$ cat src/rtl/timer_arb_pkg.sv
// rtl/timer_arb_pkg.sv - shared state encodings and constants for the Timer Wishbone arbiter
package timer_arb_pkg;

  typedef enum logic [1:0] {
    ARB_IDLE = 2'd0,
    ARB_BUSY = 2'd1,
    ARB_GAP  = 2'd2
  } arb_state_t;

  localparam logic [31:0] TIMEOUT_DATA = 32'hDEAD_BEEF;
  localparam int          GAP_CNT_W    = 4;

endpackage

$ cat src/rtl/timer_arb_rr_pick.sv
// rtl/timer_arb_rr_pick.sv - two-way round-robin pick, combinational
module timer_arb_rr_pick (
  input  logic [1:0] req,
  input  logic       last,
  output logic [1:0] grant
);

  // a lone requester always wins; on a tie the master not served last wins
  always_comb begin
    grant = 2'b00;
    case (req)
      2'b01:   grant = 2'b01;
      2'b10:   grant = 2'b10;
      2'b11:   grant = last ? 2'b01 : 2'b10;
      default: grant = 2'b00;
    endcase
  end

endmodule

$ cat src/rtl/timer_wb_arbiter.sv
// rtl/timer_wb_arbiter.sv - 2-master Wishbone arbiter for the Timer peripheral; TIMER_ARB_TIMEOUT_EN adds a BUSY watchdog
module timer_wb_arbiter #(
  parameter int GAP_CYC     = 2,
  parameter int TIMEOUT_CYC = 16
) (
  input  logic        clk_i,
  input  logic        rst_n_i,
  input  logic        m0_cyc_i,
  input  logic        m0_stb_i,
  input  logic        m0_we_i,
  input  logic [31:0] m0_addr_i,
  input  logic [3:0]  m0_sel_i,
  input  logic [31:0] m0_data_i,
  output logic [31:0] m0_data_o,
  output logic        m0_ack_o,
  input  logic        m1_cyc_i,
  input  logic        m1_stb_i,
  input  logic        m1_we_i,
  input  logic [31:0] m1_addr_i,
  input  logic [3:0]  m1_sel_i,
  input  logic [31:0] m1_data_i,
  output logic [31:0] m1_data_o,
  output logic        m1_ack_o,
  output logic        s_cyc_o,
  output logic        s_stb_o,
  output logic        s_we_o,
  output logic [31:0] s_addr_o,
  output logic [3:0]  s_sel_o,
  output logic [31:0] s_data_o,
  input  logic [31:0] s_data_i,
  input  logic        s_ack_i,
  output logic [1:0]  grant_o,
  output logic        timeout_o
);

  import timer_arb_pkg::*;

  localparam logic [GAP_CNT_W-1:0] GAP_LOAD = GAP_CNT_W'(GAP_CYC - 1);

  arb_state_t           state;
  arb_state_t           state_n;
  logic [1:0]           req;
  logic [1:0]           pick;
  logic [1:0]           owner;
  logic                 last;
  logic                 owner_cyc;
  logic                 take;
  logic                 ack_fire;
  logic                 to_fire;
  logic                 to_hit;
  logic [GAP_CNT_W-1:0] gap_cnt;
  logic [31:0]          rdata;

  assign req       = {m1_cyc_i & m1_stb_i, m0_cyc_i & m0_stb_i};
  assign owner_cyc = owner[1] ? m1_cyc_i : m0_cyc_i;

  timer_arb_rr_pick u_pick (
    .req   (req),
    .last  (last),
    .grant (pick)
  );

  // state register
  always_ff @(posedge clk_i or negedge rst_n_i) begin
    if (!rst_n_i) state <= ARB_IDLE;
    else          state <= state_n;
  end

  // next state: grant from IDLE or end of GAP, finish on ack/abort/watchdog
  always_comb begin
    state_n  = state;
    take     = 1'b0;
    ack_fire = 1'b0;
    to_fire  = 1'b0;
    case (state)
      ARB_IDLE: begin
        if (|req) begin
          state_n = ARB_BUSY;
          take    = 1'b1;
        end
      end
      ARB_BUSY: begin
        if (!owner_cyc) begin
          state_n = ARB_GAP;
        end else if (s_ack_i) begin
          ack_fire = 1'b1;
          state_n  = ARB_GAP;
        end else if (to_hit) begin
          ack_fire = 1'b1;
          to_fire  = 1'b1;
          state_n  = ARB_GAP;
        end
      end
      ARB_GAP: begin
        if (gap_cnt == '0) begin
          if (|req) begin
            state_n = ARB_BUSY;
            take    = 1'b1;
          end else begin
            state_n = ARB_IDLE;
          end
        end
      end
      default: state_n = ARB_IDLE;
    endcase
  end

  // latch the winner and its request at grant; held steady for the whole transfer
  always_ff @(posedge clk_i or negedge rst_n_i) begin
    if (!rst_n_i) begin
      owner    <= 2'b00;
      last     <= 1'b1;
      s_we_o   <= 1'b0;
      s_addr_o <= '0;
      s_sel_o  <= '0;
      s_data_o <= '0;
    end else if (take) begin
      owner <= pick;
      last  <= pick[1];
      if (pick[1]) begin
        s_we_o   <= m1_we_i;
        s_addr_o <= m1_addr_i;
        s_sel_o  <= m1_sel_i;
        s_data_o <= m1_data_i;
      end else begin
        s_we_o   <= m0_we_i;
        s_addr_o <= m0_addr_i;
        s_sel_o  <= m0_sel_i;
        s_data_o <= m0_data_i;
      end
    end
  end

  // idle gap counter: loaded on leaving BUSY, GAP ends when it reaches zero
  always_ff @(posedge clk_i or negedge rst_n_i) begin
    if (!rst_n_i)                                  gap_cnt <= '0;
    else if (state == ARB_BUSY && state_n == ARB_GAP) gap_cnt <= GAP_LOAD;
    else if (state == ARB_GAP && gap_cnt != '0)   gap_cnt <= gap_cnt - 1'b1;
  end

`ifdef TIMER_ARB_TIMEOUT_EN
  localparam int TO_W = $clog2(TIMEOUT_CYC + 1);

  logic [TO_W-1:0] to_cnt;
  logic            to_flag;

  // count BUSY cycles of the current transfer; cleared in any other state
  always_ff @(posedge clk_i or negedge rst_n_i) begin
    if (!rst_n_i)               to_cnt <= '0;
    else if (state == ARB_BUSY) to_cnt <= to_cnt + 1'b1;
    else                        to_cnt <= '0;
  end

  assign to_hit = (state == ARB_BUSY) && (to_cnt == TO_W'(TIMEOUT_CYC - 1));

  // sticky watchdog flag, only reset clears it
  always_ff @(posedge clk_i or negedge rst_n_i) begin
    if (!rst_n_i)     to_flag <= 1'b0;
    else if (to_fire) to_flag <= 1'b1;
  end

  assign timeout_o = to_flag;
`else
  logic unused_timeout;
  assign unused_timeout = (TIMEOUT_CYC != 0);
  assign to_hit         = 1'b0;
  assign timeout_o      = 1'b0;
`endif

  assign s_cyc_o = (state == ARB_BUSY);
  assign s_stb_o = (state == ARB_BUSY);
  assign grant_o = (state == ARB_BUSY) ? owner : 2'b00;

  assign rdata     = to_fire ? TIMEOUT_DATA : s_data_i;
  assign m0_ack_o  = ack_fire & owner[0];
  assign m1_ack_o  = ack_fire & owner[1];
  assign m0_data_o = (state == ARB_BUSY && owner[0]) ? rdata : '0;
  assign m1_data_o = (state == ARB_BUSY && owner[1]) ? rdata : '0;

endmodule

$ cat config.mk
export PLATFORM = sky130hd
export DESIGN_NAME = timer_wb_arbiter
export DESIGN_NICKNAME = d
export VERILOG_FILES = /design/src/rtl/timer_arb_pkg.sv /design/src/rtl/timer_arb_rr_pick.sv /design/src/rtl/timer_wb_arbiter.sv
export SDC_FILE = /design/constraint.sdc
export NUM_CORES = 1
export LEC_CHECK = 0
export BUFFER_PORTS_ARGS = -buffer_cell sky130_fd_sc_hd__buf_2
export CAP_MARGIN = 0
export CORE_AREA = 2 2 123 125
export CTS_CLUSTER_SIZE = 10
export DETAILED_ROUTE_END_ITERATION = 10
export DIE_AREA = 0 0 125 127
export SYNTH_ARGS = -nofsm -noshare
export SYNTH_HDL_FRONTEND = slang
export SYNTH_SLANG_ARGS = --single-unit
$ cat constraint.sdc
create_clock -name clk_i -period 4 [get_ports clk_i]
set_input_delay 0.4 -clock clk_i [delete_from_list [all_inputs] [get_ports clk_i]]
set_output_delay 0.4 -clock clk_i [all_outputs]
set_load 0.02 [all_outputs]
### Word level (Yosys, flattened, before mapping)

Index checks and enable logic that the tools add are counted.

| storage, ports and cells | value |
|---|---|
| register bits | 78 |
| input bits | 177 |
| output and inout bits | 140 |
| logic and storage cells | 52 |

| cells by class | value |
|---|---|
| add/sub/neg operators | 1 |
| eq/ne operators | 6 |
| multiplexer cells | 24 |
| bitwise operators | 4 |
| reduce and logical (&&, ||, !) cells | 9 |

Operator list:

| cell | number |
|---|---|
| 32-bit two-way mux | 4 |
| 2-bit two-way mux | 6 |
| 4-bit two-way mux | 3 |
| 2-bit one-hot mux with 3 select lines | 2 |
| 2-bit equality test (second input constant) | 4 |
| 1-bit two-way mux | 8 |
| 1-bit bitwise AND | 4 |
| 2-bit by 1-bit equality test with 1-bit output (second input constant) | 2 |
| 1-bit logical AND | 4 |
| 4-bit logical NOT | 1 |
| 4-bit nonzero test | 1 |
| 4-bit by 1-bit subtractor with 4-bit output (second input constant) | 1 |
| 2-bit logical NOT | 1 |
| 1-bit one-hot mux with 2 select lines | 1 |
| 2-bit nonzero test | 1 |
| 2-bit OR reduction | 1 |

### Longest topological paths before layout

| depth | value |
|---|---|
| depth after elaboration | 8 |
| gate-level depth with buffers | 7 |
| mapped depth without buffers | 6 |

### By module

From an unflattened synthesis, not the netlist that was laid out.

| unflattened totals | value |
|---|---|
| cells, all modules | 354 |
| area total of the unflattened synthesis | 4574.4 µm² |

By module, submodules not included:

| module | instances | cells each | area each (µm²) | sequential area each (µm²) |
|---|---|---|---|---|
| timer_wb_arbiter | 1 | 351 | 4555.6 | 1953.1 |
| timer_arb_rr_pick | 1 | 3 | 18.8 | 0.0 |

### Worst setup path before layout

No wires, ideal clock.

| timing path | value |
|---|---|
| kind | flip-flop to flip-flop |
| start | reg gap_cnt[0] |
| end | reg owner[1] |
| setup time | 0.128 ns |
| data arrival time | 1.918 ns |
| required time | 3.872 ns |
| slack | 1.954 ns |
| cell stages (with the launch flop) | 7 |
| buffers on the path | 1 |
| period minus slack after synthesis | 2.046 ns |
| cell sequence | dfrtp_1 inv_1 ha_1 or3b_1 a221oi_2 buf_4 mux2_1 |

| on the way | value |
|---|---|
| cells in the longest elaborated chain, start to end | 3 |

RTL lines:

| item | line | text |
|---|---|---|
| start: declaration | timer_wb_arbiter.sv:51 | `logic [GAP_CNT_W-1:0] gap_cnt;` |
| start signal: assignment | timer_wb_arbiter.sv:138 | `else if (state == ARB_GAP && gap_cnt != '0) gap_cnt <= gap_cnt - 1'b1;` |
| 4-bit logical NOT | timer_wb_arbiter.sv:95 | `if (gap_cnt == '0) begin` |
| 1-bit two-way mux | timer_wb_arbiter.sv:95 |  |
| 1-bit one-hot mux with 2 select lines | timer_wb_arbiter.sv:75 | `case (state)` |
| end signal: assignment | timer_wb_arbiter.sv:118 | `owner <= pick;` |
| end: declaration | timer_wb_arbiter.sv:44 | `logic [1:0] owner;` |

No other way between the ends.
A chain may end at the register's enable or synchronous reset.

### Final worst setup path

| timing path | value |
|---|---|
| start | reg state[0] |
| end | out m0_data_o[1] |

| on the way | value |
|---|---|
| cells in the longest elaborated chain, start to end | 3 |

RTL lines:

| item | line | text |
|---|---|---|
| start: declaration | timer_wb_arbiter.sv:40 | `arb_state_t state;` |
| start signal: assignment | timer_wb_arbiter.sv:66 | `else state <= state_n;` |
| 2-bit by 1-bit equality test with 1-bit output | timer_wb_arbiter.sv:75, timer_wb_arbiter.sv:177 |  |
| 1-bit logical AND | timer_wb_arbiter.sv:177 | `assign m0_data_o = (state == ARB_BUSY && owner[0]) ? rdata : '0;` |
| 32-bit two-way mux | timer_wb_arbiter.sv:177 |  |
| end: declaration | timer_wb_arbiter.sv:14 | `output logic [31:0] m0_data_o,` |

No other way between the ends.

==> summary.md <==
| Metric | Value |
|---|---|
| CP max stage delay | 880 ps |
| Final period util | approximately 70% |
| Power per cell area | approximately 720 mW/mm² |
| Synth warn | 0 |
| PostCTS Resize Cnt | 0 |
| Pre-antenna DRT Iters | 4 |
| Post-synth EDFFs | 0 |
| TNS Setup | 0 ps |
| Combinational Power Share | between 40% and 50% |
| Cell count after synthesis | 426 |
| R2R Path Start | gap_cnt[0]$_DFFE_PN0P_ |
| GRT Total Usage | between 10% and 20% |
| I/O Buffers | 315 |
| Slew headroom | about 30% |
| Layout cells sized above 1 | 47.2% |
| Setup WS post-layout | around 1200 ps |
| Power share of the clock group | between 10% and 20% |
| Die area | about 0.016 mm² |
| Synth Net Count | 604 |
| Top FF cell, synth | dfrtp_1 |
| Min cycle time layout | between 2000 and 3000 ps |
| Register bit total from synthesis | 78 |
| Clk slew on worst S/H paths | approximately 60 ps |
| Status | finished, final reports clean |
| Buf+Inv Stages, Crit Path | 2 |
| Yosys cell types | 28 |
| CTS Buf Count | 9 |
| Net Sw Frac | 45.0% |
| Place WS | 1410 ps |
| Largest net degree at the start of global routing | between 50 and 60 |
| Worst Setup EP | m0_data_o[1] |
| Setup violators final | 0 |
| Synthesized area | a little over 0.004 mm² |
| Setup crit start | state[0]$_DFF_PN0_ |
| Lkg Pwr | approximately 3.3 nW |
| Antenna violations before repair | 0 |
| Top cell type's share of synthesized area | 47.4% |
| Starting Density | roughly 28% |
| Post-DP HPWL | between 9000 and 10000 µm |
| Sequential power share | 32.7% |
| Cell family with most CP delay | simple AND/OR/NAND/NOR gates |
| Max Cap Viol | 0 |
| Non-Filler Instances | 910 |
| Final net count | around 900 |
| Slowest CP cell | nor2b_2 |
| Synthesized area per cell | between 9 and 10 µm² |
| Max clock buf depth | 2 |
| Die width | around 130 µm |
| Setup CP Type | reg2out |
| GRT Residual Overflow | 0 |
| R2R setup slack | between 1000 and 1500 ps |
| Slew @ Worst Pin | 1050 ps |
| Clk_lat worst skew | around 340 ps |
| VDD IR-drop max | between 300 and 400 µV |
| Core Region | between 0.01 and 0.015 mm² |
| Post-CTS setup buffer count | 0 |
| CTS tree | done |
| Ys async rst share | 100% |
| Critical Path RT | 3600 ps |
| Fmax | approximately 360 MHz |
| Global-route wire length before repair | about 18000 µm |
| Seq/Total Area, Yosys | 48.0% |
| Via-to-Cell Ratio | between 4 and 5 |
| H-tree Lvls | 3 |
| Routed wire length | ~12000 µm |
| Avg WL per Cell | approximately 13 µm |
| Net switching power | 1.98 mW |
| IO Pins | roughly 320 |
| Worst Reg-to-Reg Cells | 8 |
| Crit end category | primary output |
| CTS Root Cell | clkbuf_16 |
| # hold bufs at CTS | 0 |
| Fin util | between 40% and 50% |
| Placed Cells incl. Taps | 894 |
| Internal cell power | around 2.4 mW |
| Crit Path Max Fanout | between 40 and 50 |
| Worst R2R End | s_data_o[24]$_DFFE_PN0P_ |
| Hold Crit Class | in2async |
| Residual DRC | 0 |
| Initial DRC Count | ~180 |
| Final slew viol count | 0 |
| Via count | 4109 |
| Area Growth Syn to Fin | 49.7% |
| Vias in the first global route | about 3600 |
| # rows | between 40 and 50 |
| Cell taking the most area after synthesis | dfrtp_1 |
| ANT cells | 0 |
| CP Depth | 4 |
| Final hold violation count | 0 |
| Clock skew | approximately 7.6 ps |
| Overall die height | ~130 µm |
| RSZ-0062 raised after global routing | no |
| Synth top area cells | dfrtp_1, mux2i_1, and3_1, a21oi_1, nor2_1 |
| Routability cong. | roughly 0.73 |
| Final ANT Viol Nets | 0 |
| Worst-path cell chain | nor2b_2 -> buf_4 -> and3_1 -> buf_2 |
| Worst Path Arrival | around 2400 ps |
| CTS Sinks | between 70 and 80 |
| CP startpoint kind | flip-flop |
## per-stage QoR
stage / cell area (µm²) / power (mW) / hold WS, ps
detailed placement: 5790 / 3.59 / 481
finish: 6090 / 4.40 / 77.0
global placement: 5790 / 3.57 / 476
CTS: 6090 / 4.46 / 108
global route: 6090 / 4.71 / 130
floorplan: 4070 / 2.84 / 104
## synthesized netlist by cell type, types with 2 or more instances
library cell  count
a21oi_1          72
and2_1            2
and3_1           65
buf_1             5
buf_2            15
buf_4             3
clkbuf_1         15
dfrtp_1          77
inv_1             3
mux2_1            2
mux2i_1          71
nand2_1           3
nand2b_1          2
nor2_1           75
nor2b_1           3
## layout by cell type, fill, tap and decap left out
| master | count |
|---|---|
| a221oi_4 | 1 |
| nor2_1 | 75 |
| inv_6 | 3 |
| and2_1 | 2 |
| dfrtp_1 | 77 |
| nor4_1 | 1 |
| buf_4 | 8 |
| nand2b_1 | 2 |
| o21ai_0 | 1 |
| or2_2 | 1 |
| nor2b_1 | 2 |
| nor2b_2 | 1 |
| o22ai_1 | 1 |
| clkbuf_16 | 9 |
| bufinv_16 | 1 |
| buf_2 | 314 |
| ha_1 | 1 |
| xnor2_1 | 1 |
| conb_1 | 1 |
| mux2_1 | 2 |
| mux2i_1 | 71 |
| a21oi_1 | 72 |
| inv_1 | 3 |
| clkinv_2 | 1 |
| inv_8 | 1 |
| or3b_1 | 1 |
| a31oi_4 | 1 |
| a211oi_1 | 1 |
| dfstp_2 | 1 |
| clkinvlp_4 | 1 |
| nand3b_1 | 1 |
| nand2_1 | 3 |
| and3_1 | 65 |
## flip-flops by register name (all words and copies together) (netlist names)
register / flops
gap_cnt: 4
s_sel_o: 4
s_we_o: 1
last: 1
s_data_o: 32
s_addr_o: 32
state: 2
owner: 2
## power groups by stage
stage / Combinational (mW) / Clock [mW] / Sequential, mW
2_1_floorplan: 1.03 / 0 / 1.81
3_3_place_gp: 2.12 / 0 / 1.45
3_5_place_dp: 2.15 / 0 / 1.45
4_1_cts: 2.14 / 0.876 / 1.44
5_1_grt: 2.29 / 0.916 / 1.50
6_report: 2.12 / 0.845 / 1.44
## how the worst min path moves through the flow
stage	start	endpoint	slack (ps)	cells past startpoint
2_1_floorplan	rst_n_i	gap_cnt[0]$_DFFE_PN0P_	100	0
3_3_place_gp	rst_n_i	s_data_o[6]$_DFFE_PN0P_	480	1
3_5_place_dp	rst_n_i	s_data_o[9]$_DFFE_PN0P_	480	1
4_1_cts	rst_n_i	s_data_o[9]$_DFFE_PN0P_	110	1
5_1_grt	rst_n_i	s_data_o[6]$_DFFE_PN0P_	130	1
6_report	rst_n_i	s_data_o[6]$_DFFE_PN0P_	80	1
## cells by family after synthesis
family,synth area share [%]
adders and majority gates,0.308
buffers and inverters,4.52
xor gates and xnor gates,0.215
and+or+nand+nor,19.0
AOI/OAI and AO/OA,9.84
DFF,48.0
other,0.0922
muxes,18.0
## final cells by class
cell class	count	area, µm²
clock inverter	7	80.1
inverter	3	11.3
tap	184	230
timing repair buffer	322	1630
fill	1478	8330
sequential	78	1950
multi-input combinational	307	1960
clock buffer	9	225
## worst reg2reg max path, stage by stage, from the launching register on
cell	delay [ps]
dfrtp_1	400
inv_1	60
ha_1	190
or3b_1	420
a221oi_4	320
buf_4	410
buf_4	480
nor2_1	90
a21oi_1	130
## per-layer routing
metal	share of wire [%]	global-route usage, %
met5	0	0
met4	2.0	6.21
met3	7.3	3.56
met2	50	24.9
met1	40	17.0
Power figures use the tool's default switching activity.
